[src/rtl/syscall_ctrl_pkg.sv]
// rtl/syscall_ctrl_pkg.sv - shared syscall codes, register numbers and sequencer states
// Contents:
//   SYS_OP_LENGTH       width of the $v0 syscall selector
//   SYSCALL_*           syscall service numbers handled by syscall_ctrl
//   REG_V0, REG_A0      MIPS register numbers used by the services
//   sys_state_t         syscall_ctrl state encoding

package syscall_ctrl_pkg;

   localparam int SYS_OP_LENGTH = 4;

   localparam logic [SYS_OP_LENGTH-1:0] SYSCALL_OUTPUT_INT = 4'd1;
   localparam logic [SYS_OP_LENGTH-1:0] SYSCALL_READ_INT   = 4'd5;
   localparam logic [SYS_OP_LENGTH-1:0] SYSCALL_EXIT       = 4'd10;

   localparam logic [4:0] REG_V0 = 5'd2;
   localparam logic [4:0] REG_A0 = 5'd4;

   typedef enum logic [2:0] {
      ST_IDLE     = 3'd0,
      ST_OUT_WAIT = 3'd1,
      ST_IN_WAIT  = 3'd2,
      ST_IN_WB    = 3'd3,
      ST_HALT     = 3'd4
   } sys_state_t;

endpackage

[src/rtl/syscall_ctrl.sv]
// rtl/syscall_ctrl.sv - multi-cycle syscall sequencer owning the register-file write port
// Ports:
//   clk, rst                         clock, synchronous active-high reset
//   syscall, sys_op, a0_data         decoded syscall, $v0 selector, $a0 value
//   cpu_reg_write/addr/data          CPU writeback request
//   rf_reg_write/addr/data           register-file write port
//   stall                            hold PC, suppress side effects
//   halt                             program exited
//   out_valid, out_data, out_ready   print-int handshake
//   in_ready, in_valid, in_data      read-int handshake

module syscall_ctrl
   import syscall_ctrl_pkg::*;
#(
   parameter int SYS_OP_W = SYS_OP_LENGTH,
   parameter int TIMEOUT  = 0,
   parameter int TO_W     = 16
) (
   input  logic                clk,
   input  logic                rst,
   input  logic                syscall,
   input  logic [SYS_OP_W-1:0] sys_op,
   input  logic [31:0]         a0_data,
   input  logic                cpu_reg_write,
   input  logic [4:0]          cpu_write_addr,
   input  logic [31:0]         cpu_write_data,
   output logic                rf_reg_write,
   output logic [4:0]          rf_write_addr,
   output logic [31:0]         rf_write_data,
   output logic                stall,
   output logic                halt,
   output logic                out_valid,
   output logic [31:0]         out_data,
   input  logic                out_ready,
   output logic                in_ready,
   input  logic                in_valid,
   input  logic [31:0]         in_data
);

   localparam logic [SYS_OP_W-1:0] OP_PRINT = SYS_OP_W'(SYSCALL_OUTPUT_INT);
   localparam logic [SYS_OP_W-1:0] OP_READ  = SYS_OP_W'(SYSCALL_READ_INT);
   localparam logic [SYS_OP_W-1:0] OP_EXIT  = SYS_OP_W'(SYSCALL_EXIT);

   // Last counter value before the read gives up; unused when TIMEOUT is 0.
   localparam logic [TO_W-1:0] TO_LAST = (TIMEOUT == 0) ? '0 : TO_W'(TIMEOUT - 1);

   sys_state_t      state_q, state_d;
   logic [TO_W-1:0] to_cnt_q;
   logic [31:0]     in_value_q;
   logic            accept_out;
   logic            accept_in;
   logic            timeout_hit;

   assign accept_out  = out_valid && out_ready;
   assign accept_in   = in_valid && in_ready;
   assign timeout_hit = (TIMEOUT != 0) && (to_cnt_q == TO_LAST);

   always_comb begin
      state_d = state_q;
      stall   = 1'b0;
      case (state_q)
         ST_IDLE: begin
            if (syscall) begin
               if (sys_op == OP_PRINT) begin
                  stall   = 1'b1;
                  state_d = ST_OUT_WAIT;
               end else if (sys_op == OP_READ) begin
                  stall   = 1'b1;
                  state_d = ST_IN_WAIT;
               end else if (sys_op == OP_EXIT) begin
                  stall   = 1'b1;
                  state_d = ST_HALT;
               end
            end
         end
         ST_OUT_WAIT: begin
            // Release the PC on the accept edge so the syscall retires with it.
            stall = !accept_out;
            if (accept_out) begin
               state_d = ST_IDLE;
            end
         end
         ST_IN_WAIT: begin
            stall = 1'b1;
            if (accept_in || timeout_hit) begin
               state_d = ST_IN_WB;
            end
         end
         ST_IN_WB: begin
            state_d = ST_IDLE;
         end
         ST_HALT: begin
            stall = 1'b1;
         end
         default: begin
            state_d = ST_IDLE;
         end
      endcase
   end

   always_ff @(posedge clk) begin
      if (rst) begin
         state_q    <= ST_IDLE;
         out_valid  <= 1'b0;
         out_data   <= '0;
         in_ready   <= 1'b0;
         halt       <= 1'b0;
         to_cnt_q   <= '0;
         in_value_q <= '0;
      end else begin
         state_q <= state_d;
         case (state_q)
            ST_IDLE: begin
               if (syscall) begin
                  if (sys_op == OP_PRINT) begin
                     out_data  <= a0_data;
                     out_valid <= 1'b1;
                  end else if (sys_op == OP_READ) begin
                     in_ready <= 1'b1;
                     to_cnt_q <= '0;
                  end else if (sys_op == OP_EXIT) begin
                     halt <= 1'b1;
                  end
               end
            end
            ST_OUT_WAIT: begin
               if (accept_out) begin
                  out_valid <= 1'b0;
               end
            end
            ST_IN_WAIT: begin
               // A handshake in the timeout cycle still delivers the real data.
               if (accept_in) begin
                  in_value_q <= in_data;
                  in_ready   <= 1'b0;
               end else if (timeout_hit) begin
                  in_value_q <= '0;
                  in_ready   <= 1'b0;
               end else if (to_cnt_q != '1) begin
                  to_cnt_q <= to_cnt_q + 1'b1;
               end
            end
            default: begin
            end
         endcase
      end
   end

   // Register-file write port: controller owns it in IN_WB, otherwise the
   // CPU writeback passes through unless the instruction is stalled.
   always_comb begin
      rf_reg_write  = cpu_reg_write & ~stall;
      rf_write_addr = cpu_write_addr;
      rf_write_data = cpu_write_data;
      if (state_q == ST_IN_WB) begin
         rf_reg_write  = 1'b1;
         rf_write_addr = REG_V0;
         rf_write_data = in_value_q;
      end
   end

endmodule

[config.mk]
export PLATFORM = sky130hd
export DESIGN_NAME = syscall_ctrl
export DESIGN_NICKNAME = d
export VERILOG_FILES = /design/src/rtl/syscall_ctrl_pkg.sv /design/src/rtl/syscall_ctrl.sv
export SDC_FILE = /design/constraint.sdc
export NUM_CORES = 1
export LEC_CHECK = 0
export ABC_CLOCK_PERIOD_IN_PS = 1700
export BUFFER_PORTS_ARGS = -buffer_cell sky130_fd_sc_hd__buf_2
export CAP_MARGIN = 20
export CORE_MARGIN = 5
export CORE_UTILIZATION = 39
export DETAILED_ROUTE_END_ITERATION = 6
export GPL_ROUTABILITY_DRIVEN = 0
export HOLD_SLACK_MARGIN = 0.02
export PLACE_DENSITY = 0.74
export SKIP_CTS_REPAIR_TIMING = 1
export SYNTH_ARGS = -nofsm -noshare
export SYNTH_HDL_FRONTEND = slang
export SYNTH_SLANG_ARGS = --single-unit
export TNS_END_PERCENT = 50
[constraint.sdc]
create_clock -name clk -period 1.7 [get_ports clk]
set_input_delay 0.425 -clock clk [delete_from_list [all_inputs] [get_ports clk]]
set_output_delay 0.425 -clock clk [all_outputs]
set_load 0.01 [all_outputs]
Yosys cells after proc, flatten, opt, wreduce, memory -nomap -nowiden
Index checks and enable logic that the tools add are counted.
{"block": "totals", "in_bits": 111, "reg_bits": 70, "out_inout_bits": 74}
{"block": "op_classes", "bitwise": 5, "eq_ne": 14, "muxes": 24, "n_reduce_logical": 13}
{"cell": "two-way mux 32 bit", "n": 1}
{"cell": "two-way mux 3 bit", "n": 6}
{"cell": "AND reduction 5 bit", "n": 3}
{"cell": "two-way mux 1 bit", "n": 12}
{"cell": "!= test 2 bit (second input constant)", "n": 6}
{"cell": "case mux 3 bit (4 select lines)", "n": 1}
{"cell": "== test 3 x 2 -> 1 bit (second input constant)", "n": 2}
{"cell": "two-way mux 5 bit", "n": 1}
{"cell": "== test 4 x 1 -> 1 bit (second input constant)", "n": 1}
{"cell": "== test 4 x 3 -> 1 bit (second input constant)", "n": 1}
{"cell": "== test 4 bit (second input constant)", "n": 1}
{"cell": "!= test 4 bit (second input constant)", "n": 1}
{"cell": "inverter 1 bit", "n": 4}
{"cell": "case mux 1 bit (2 select lines)", "n": 2}
{"cell": "AND reduction 4 bit", "n": 1}
{"cell": "nonzero test 2 bit", "n": 2}
{"cell": "== test 3 x 1 -> 1 bit (second input constant)", "n": 1}
{"cell": "== test 3 bit (second input constant)", "n": 1}
{"cell": "logical NOT 3 bit", "n": 1}
{"cell": "case mux 1 bit (3 select lines)", "n": 1}
{"cell": "AND reduction 3 bit", "n": 1}
{"cell": "logical AND 1 bit", "n": 2}
{"cell": "AND reduction 2 bit", "n": 1}
{"cell": "OR reduction 2 bit", "n": 1}
{"cell": "2 further kinds", "n": 2}

Longest topological paths before layout
Gate-level depths: netlist (run 1).
{"block": "depth", "ltp_word": 9, "depth_mapped": 7, "ltp_nobuf": 4}

Least setup slack after synthesis (run 1)
Ideal clock, no wire load.
{"block": "synth_path", "kind": "flip-flop to output port", "start": "register state_q[0]", "end": "output rf_write_data[20]", "t_arrival_ps": 1336, "required_time_ps": 1275, "stages_incl_launch_ff": 5, "slack_ps": -61, "cell_sequence": "dfxtp_1 > nor2b_2 > nand2_4 > buf_2 > mux2_1"}
{"block": "synth_via", "elab_chain_cells": 2}
{"element": "start, declared", "line": "syscall_ctrl.sv:47", "source": "sys_state_t state_q, state_d;"}
{"element": "start signal, assigned", "line": "syscall_ctrl.sv:111", "source": "state_q <= state_d;"}
{"element": "== test 3 x 2 -> 1 bit", "line": "syscall_ctrl.sv:155", "source": "if (state_q == ST_IN_WB) begin"}
{"element": "two-way mux 32 bit", "line": "syscall_ctrl.sv:155"}
{"element": "end, declared", "line": "syscall_ctrl.sv:29", "source": "output logic [31:0] rf_write_data,"}
No other way between the ends.

Final worst setup path (run 1)
{"block": "layout_path", "start": "register state_q[2]", "end": "output rf_write_data[5]"}
The elaborated chain is that of the path after synthesis.

==> results of run 1 <==
-- path summary, 6_finish.rpt --
check,startpoint,slack [ps],endpoint,depth (start not counted)
max reg2reg,state_q[1],170,out_data[13],6
max,state_q[2],-340,rf_write_data[5],5
min,a0_data[0],320,out_data[0],3
min reg2reg,out_data[25],450,out_data[25],2
-- registers in the layout (all words and copies together) (netlist names) --
signal      count
halt            1
in_ready        1
in_value_q     32
out_data       32
out_valid       1
state_q         3
-- logic make-up (layout without fill, tap and decap cells) --
kind of cell	Yosys count	in the layout	share of synthesized area [%]
AO/OA/AOI/OAI	79	79	13.82
buffers and inverters	29	227	5.246
flip-flops	70	70	46.63
multiplexers	33	33	12.32
AND/OR/NAND/NOR	156	156	21.98
-- layer usage --
metal / vias to the layer above / wire (um)
li1: 1612 / -
met1: 1485 / 3765
met2: 162 / 5045
met3: 15 / 972
met4: 0 / 171
met5: - / 0
-- power groups by stage --
stage	Sequential, mW	Combinational [mW]	Clock, mW
5_1_grt	1.66	0.497	1.60
6_report	1.66	0.462	1.49
3_5_place_dp	1.70	0.371	0
2_1_floorplan	1.70	0.141	0
3_3_place_gp	1.70	0.366	0
4_1_cts	1.66	0.373	1.53
-- area by class of cell --
| cell class | instances | area [sq um] | area share [%] |
|---|---|---|---|
| repair buffers | 210 | 1398 | 29.40 |
| inverters | 2 | 7.507 | 0.1579 |
| multi-input cells | 268 | 1589 | 33.43 |
| clock inverters | 4 | 70.07 | 1.474 |
| clock buffers | 11 | 151.4 | 3.185 |
| flip-flops and latches | 70 | 1410 | 29.67 |
| well taps | 102 | 127.6 | 2.685 |
-- worst max-delay path: cells and delay by family, from the launching register on --
family | cells | cell delay (ps)
simple gates | 2 | 290
buf+inv | 2 | 310
mux | 1 | 320
flops | 1 | 370
-- cell usage in the layout, fill, tap and decap left out --
cell type	instances
sky130_fd_sc_hd__a21boi_0	1
sky130_fd_sc_hd__a21o_1	2
sky130_fd_sc_hd__a21oi_1	68
sky130_fd_sc_hd__a31oi_1	2
sky130_fd_sc_hd__a32oi_1	1
sky130_fd_sc_hd__and2_1	2
sky130_fd_sc_hd__and2_4	3
sky130_fd_sc_hd__and4_1	1
sky130_fd_sc_hd__buf_12	5
sky130_fd_sc_hd__buf_2	157
sky130_fd_sc_hd__buf_4	15
sky130_fd_sc_hd__buf_6	31
sky130_fd_sc_hd__bufinv_16	2
sky130_fd_sc_hd__clkbuf_16	2
sky130_fd_sc_hd__clkbuf_8	11
sky130_fd_sc_hd__clkinv_2	2
sky130_fd_sc_hd__dfxtp_1	67
sky130_fd_sc_hd__dfxtp_2	1
sky130_fd_sc_hd__dfxtp_4	2
sky130_fd_sc_hd__inv_1	2
sky130_fd_sc_hd__mux2_2	7
sky130_fd_sc_hd__mux2_4	25
sky130_fd_sc_hd__mux2i_1	1
sky130_fd_sc_hd__nand2_1	132
sky130_fd_sc_hd__nand2_8	1
sky130_fd_sc_hd__nand2b_1	1
sky130_fd_sc_hd__nand3_1	2
sky130_fd_sc_hd__nand4_1	2
sky130_fd_sc_hd__nor2_1	3
sky130_fd_sc_hd__nor2_2	1
sky130_fd_sc_hd__nor2b_4	1
sky130_fd_sc_hd__nor3_2	1
sky130_fd_sc_hd__nor3b_1	1
sky130_fd_sc_hd__nor4_1	2
sky130_fd_sc_hd__nor4b_1	1
sky130_fd_sc_hd__nor4b_4	1
sky130_fd_sc_hd__nor4bb_2	1
sky130_fd_sc_hd__o211ai_1	1
sky130_fd_sc_hd__o21ai_0	3
sky130_fd_sc_hd__o41ai_2	1
-- per-stage QoR --
stage	util [%]	setup WS [ps]	power (mW)	TNS, ps	area [sq um]
final	62.48	-340.1	3.607	-10570	4753
after global routing	62.48	-409.9	3.761	-13680	4753
after CTS	57.20	-402.2	3.559	-12940	4352
after detailed placement	54.29	-181.7	2.069	-2532	4130
after global placement	54.29	-151.3	2.063	-2241	4130
after floorplan	-	2.129	1.844	0	3012
==> impl_metrics.env, run 1 <==
export IMPL_cts_reportedPaths_clkPinSlew_ps=80
export IMPL_sequentialPowerShare_pct=46.0
export IMPL_cp_cell_sequence="nor2b_4 -> nand2_8 -> clkbuf_16 -> mux2_4 -> buf_6"
export IMPL_power_per_cell_area_nw_per_um2=758.8
export IMPL_die_w_um=97.79
export IMPL_cts_root_buffer="sky130_fd_sc_hd__clkbuf_8"
export IMPL_clk_latency_ps=330
export IMPL_cells_taking_the_most_area_after_synthesis="sky130_fd_sc_hd__dfxtp_1, sky130_fd_sc_hd__nand2_1, sky130_fd_sc_hd__a21oi_1"
export IMPL_layout_drive_gt1_share_pct=47.79
export IMPL_timing_setup_critical_path_class="reg2out"
export IMPL_vdd_ir_drop_worst_mv=0.4410
export IMPL_status="finished with violations"
export IMPL_ys_seq_elements=70
export IMPL_cap_violations=0
export IMPL_h_tree_lvls=3
export IMPL_coreArea_sq_um=7607
export IMPL_port_buffers=184
export IMPL_share_clk_of_total_power_pct=41.2
export IMPL_slew_limit_headroom_pct=74.72
export IMPL_synth_avg_cell_area_sq_um=8.189
export IMPL_hold_slack_ps=322.2
export IMPL_final_max_slew_viol_count=0
export IMPL_grt_setup_unrepaired="true"
export IMPL_synth_cell_types=33
export IMPL_failed_checks="setup timing"
export IMPL_track_usage_pct=18.05
export IMPL_p_comb_share_pct=12.8
export IMPL_hold_viol_final=0
export IMPL_final_period_minus_worst_setup_slack_ps=2040
export IMPL_internal_power_mw=2.810
export IMPL_grtUsageMet3_pct=8.357
export IMPL_first_iter_violations=95
export IMPL_die_h_um=97.79
export IMPL_max_clock_buf_depth=2
export IMPL_synthDominantCellAreaShare_pct=46.63
export IMPL_grt_pass1_wl_mm=14.26
export IMPL_postSynth_asyncResetShare_pct=0
export IMPL_remaining_drc_errors=0
export IMPL_number_of_synthesis_warnings=0
export IMPL_die_area_sq_um=9562
export IMPL_worst_pin_slew_ps=379.2
export IMPL_worst_slack_ps=-340.1
export IMPL_syn_area_sq_um=3005
export IMPL_final_report_setup_violation_count=39
export IMPL_finalNonFillerCells=667
export IMPL_grt_max_degree=39
export IMPL_grt_ovfl_total=0
export IMPL_synthToLayoutAreaGrowth_pct=58.16
export IMPL_routed_wl_mm=9.954
export IMPL_worst_path_max_fanout=8
export IMPL_power_switching_uw=796.5
export IMPL_fp_row_count=32
export IMPL_hold_path_class="in2reg"
export IMPL_total_leakage_power_nw=2.213
export IMPL_insertedDiodeCount=0
export IMPL_synth_edff_count=0
export IMPL_global_route_peak_usage_layer="met2"
export IMPL_crit_path_max_incr_delay_ps=370
export IMPL_initial_core_util_pct=39.51
export IMPL_detailed_place_hpwl_mm=6.859
export IMPL_placed_insts=647
export IMPL_grt_pass1_vias=3070
export IMPL_grt_antenna_before_repair=0
export IMPL_ys_top_cells_by_count="sky130_fd_sc_hd__nand2_1, sky130_fd_sc_hd__dfxtp_1, sky130_fd_sc_hd__a21oi_1"
export IMPL_post_synth_inst_count=367
export IMPL_cp_start_kind="flip-flop"
export IMPL_tritoncts_buffer_count=9
export IMPL_drt_pass1_iterations=6
export IMPL_ys_seq_area_share_pct=46.63
export IMPL_yosys_most_used_dff="sky130_fd_sc_hd__dfxtp_1"
export IMPL_post_drt_wl_per_cell_um=14.92
export IMPL_clock_sinks=70
export IMPL_fmax_mhz=490.2
export IMPL_route_vias_total=3274
export IMPL_ant_nets=0
export IMPL_worstPathRequired_ps=1270
export IMPL_fill_cells=663
export IMPL_num_nets_final=672
export IMPL_period_share_pct=120.0
export IMPL_synth_fp_nets=478
export IMPL_power_switching_fraction_pct=22.08
export IMPL_num_io_pins=185
export IMPL_critPathArrivalTime_ps=1620
export IMPL_setup_worst_path_end_class="output pin"
export IMPL_cpMaxStageDelayCell="sky130_fd_sc_hd__dfxtp_4"
export IMPL_globalRouteMet1Util_pct=20.12
export IMPL_yosys_cell_count_top_type="sky130_fd_sc_hd__nand2_1"
export IMPL_clock_tree_from_tritoncts="done"
export IMPL_netlist_top_cell_by_area="sky130_fd_sc_hd__dfxtp_1"
export IMPL_worst_clock_skew_on_the_final_layout_ps=8.387
export IMPL_globalRouteMet2Util_pct=30.57
export IMPL_routed_via_density=4.909
(Power assumes the default switching activity.)
==> run 2: changes to the inputs <==
--- a/config.mk
+++ b/config.mk
@@ -14,6 +14,7 @@
 export GPL_ROUTABILITY_DRIVEN = 0
 export HOLD_SLACK_MARGIN = 0.02
 export PLACE_DENSITY = 0.74
+export SETUP_SLACK_MARGIN = 0.05
 export SKIP_CTS_REPAIR_TIMING = 1
 export SYNTH_ARGS = -nofsm -noshare
 export SYNTH_HDL_FRONTEND = slang
==> impl_metrics.env, run 2 (synthesized netlist as in run 1, its figures left out) <==
export IMPL_status="finished with violations"
export IMPL_failed_checks="setup timing"
export IMPL_synthToLayoutAreaGrowth_pct=53.04
export IMPL_layout_drive_gt1_share_pct=47.52
export IMPL_hold_path_startpoint="in_data[3]"
export IMPL_routed_wl_mm=9.263
export IMPL_worst_pin_slew_ps=325.7
export IMPL_final_report_setup_violation_count=38
export IMPL_die_h_um=97.79
export IMPL_num_io_pins=185
export IMPL_cp_depth=5
export IMPL_drt_pass1_iterations=4
export IMPL_clk_latency_ps=330
export IMPL_worstHoldPathCells=3
export IMPL_post_route_util_pct=60.46
export IMPL_cpMaxStageDelayCell="sky130_fd_sc_hd__mux2_2"
export IMPL_critPathTopFamily="multiplexers"
export IMPL_initial_core_util_pct=39.51
export IMPL_whs_endpoint="in_value_q[3]"
export IMPL_grt_pass1_vias=3306
export IMPL_cap_violations=0
export IMPL_die_area_sq_um=9562
export IMPL_total_design_power_mw=3.663
export IMPL_ant_nets=0
export IMPL_cp_start_kind="flip-flop"
export IMPL_first_iter_violations=73
export IMPL_reg2regPathDepth=8
export IMPL_worstPathRequired_ps=1270
export IMPL_total_leakage_power_nw=2.045
export IMPL_coreArea_sq_um=7607
export IMPL_hold_viol_final=0
export IMPL_finalNonFillerCells=666
export IMPL_post_drt_wl_per_cell_um=13.91
export IMPL_slew_limit_headroom_pct=78.29
export IMPL_largest_registers="in_value_q: 32 flops, out_data: 32 flops, state_q: 3 flops"
export IMPL_clock_sinks=70
export IMPL_cts_root_buffer="sky130_fd_sc_hd__clkbuf_8"
export IMPL_cp_cell_sequence="nor2b_4 -> nand2_4 -> buf_12 -> mux2_2 -> buf_2"
export IMPL_hold_path_class="in2reg"
export IMPL_pre_cts_ws_ps=-208.1
export IMPL_critPathArrivalTime_ps=1530
export IMPL_rr_startpoint="state_q[2]"
export IMPL_post_dp_cell_area_sq_um=4124
export IMPL_fmax_mhz=511.4
export IMPL_crit_path_max_incr_delay_ps=350
export IMPL_stdcell_area_sq_um=4599
export IMPL_most_common_library_cell_in_the_layout_ignoring_fill_and_taps="sky130_fd_sc_hd__buf_2"
export IMPL_final_max_slew_viol_count=0
export IMPL_placed_insts=647
export IMPL_timing_setup_critical_path_class="reg2out"
export IMPL_detailed_place_hpwl_mm=6.900
export IMPL_remaining_drc_errors=0
export IMPL_period_share_pct=115.0
export IMPL_grt_setup_unrepaired="true"
export IMPL_worst_clock_skew_on_the_final_layout_ps=16.83
export IMPL_worst_path_max_fanout=27
export IMPL_timing_reg2reg_setup_slack_ps=20
export IMPL_vdd_ir_drop_worst_mv=0.5049
export IMPL_clock_tree_from_tritoncts="done"
export IMPL_final_period_minus_worst_setup_slack_ps=1956
export IMPL_grt_pass1_wl_mm=14.51
export IMPL_finalSetupTns_ps=-7918
export IMPL_critical_path_n_buffers_inverters=2
export IMPL_hold_slack_ps=323.2
export IMPL_layout_common_cells="sky130_fd_sc_hd__buf_2, sky130_fd_sc_hd__nand2_1, sky130_fd_sc_hd__dfxtp_1"
export IMPL_power_per_cell_area_nw_per_um2=796.3
export IMPL_max_clock_buf_depth=2
export IMPL_num_nets_final=671
export IMPL_port_buffers=184
export IMPL_cts_reportedPaths_clkPinSlew_ps=90
export IMPL_die_w_um=97.79
export IMPL_fp_row_count=32
export IMPL_worst_slack_ps=-255.5
export IMPL_grt_max_degree=43
export IMPL_setup_worst_path_end_class="output pin"
export IMPL_grt_ovfl_total=0
export IMPL_routed_via_density=4.896
export IMPL_worstReg2RegEnd="out_data[6]"
export IMPL_track_usage_pct=18.18
export IMPL_insertedDiodeCount=0
export IMPL_tritoncts_buffer_count=9
export IMPL_h_tree_lvls=3
export IMPL_grt_antenna_before_repair=0
export IMPL_route_vias_total=3261
-- run 2: worst max path at each step --
| stage | start | to | slack, ps |
|---|---|---|---|
| global placement | sys_op[1] | rf_reg_write | -170 |
| detailed placement | sys_op[1] | rf_reg_write | -210 |
| finish | state_q[0] | rf_write_data[31] | -260 |
| global route | state_q[0] | rf_write_data[23] | -320 |
| CTS | state_q[2] | rf_write_data[1] | -330 |
| floorplan | state_q[2] | rf_write_data[20] | 30 |
-- run 2: tightest hold or removal path, cell delays in order --
cell and delay (ps):
sky130_fd_sc_hd__buf_2 100, sky130_fd_sc_hd__nand2_1 40, sky130_fd_sc_hd__a21oi_1 50
-- run 2: area by class of cell --
type,instances,area [sq um]
clock buffer,10,127.6
clock inverter,5,107.6
fill,679,3008
inverter,2,7.507
multi-input combinational,268,1604
sequential,70,1410
tap,102,127.6
timing repair buffer,209,1215
-- run 2: metal layers --
| metal | global-route usage (%) | vias to the layer above | part of all wire, % |
|---|---|---|---|
| li1 | - | 1615 | - |
| met4 | 5.964 | 0 | 2.1 |
| met5 | 0 | - | 0 |
| met1 | 18.72 | 1479 | 38 |
| met3 | 6.786 | 17 | 9.7 |
| met2 | 33.84 | 150 | 50 |
-- run 2: power by group --
part | internal [mW] | total, mW | switching [mW] | leakage [nW]
logic | 0.226 | 0.415 | 0.189 | 1.36
registers | 1.65 | 1.66 | 0.00834 | 0.566
clock network | 0.976 | 1.59 | 0.614 | 0.117
total | 2.85 | 3.66 | 0.811 | 2.05
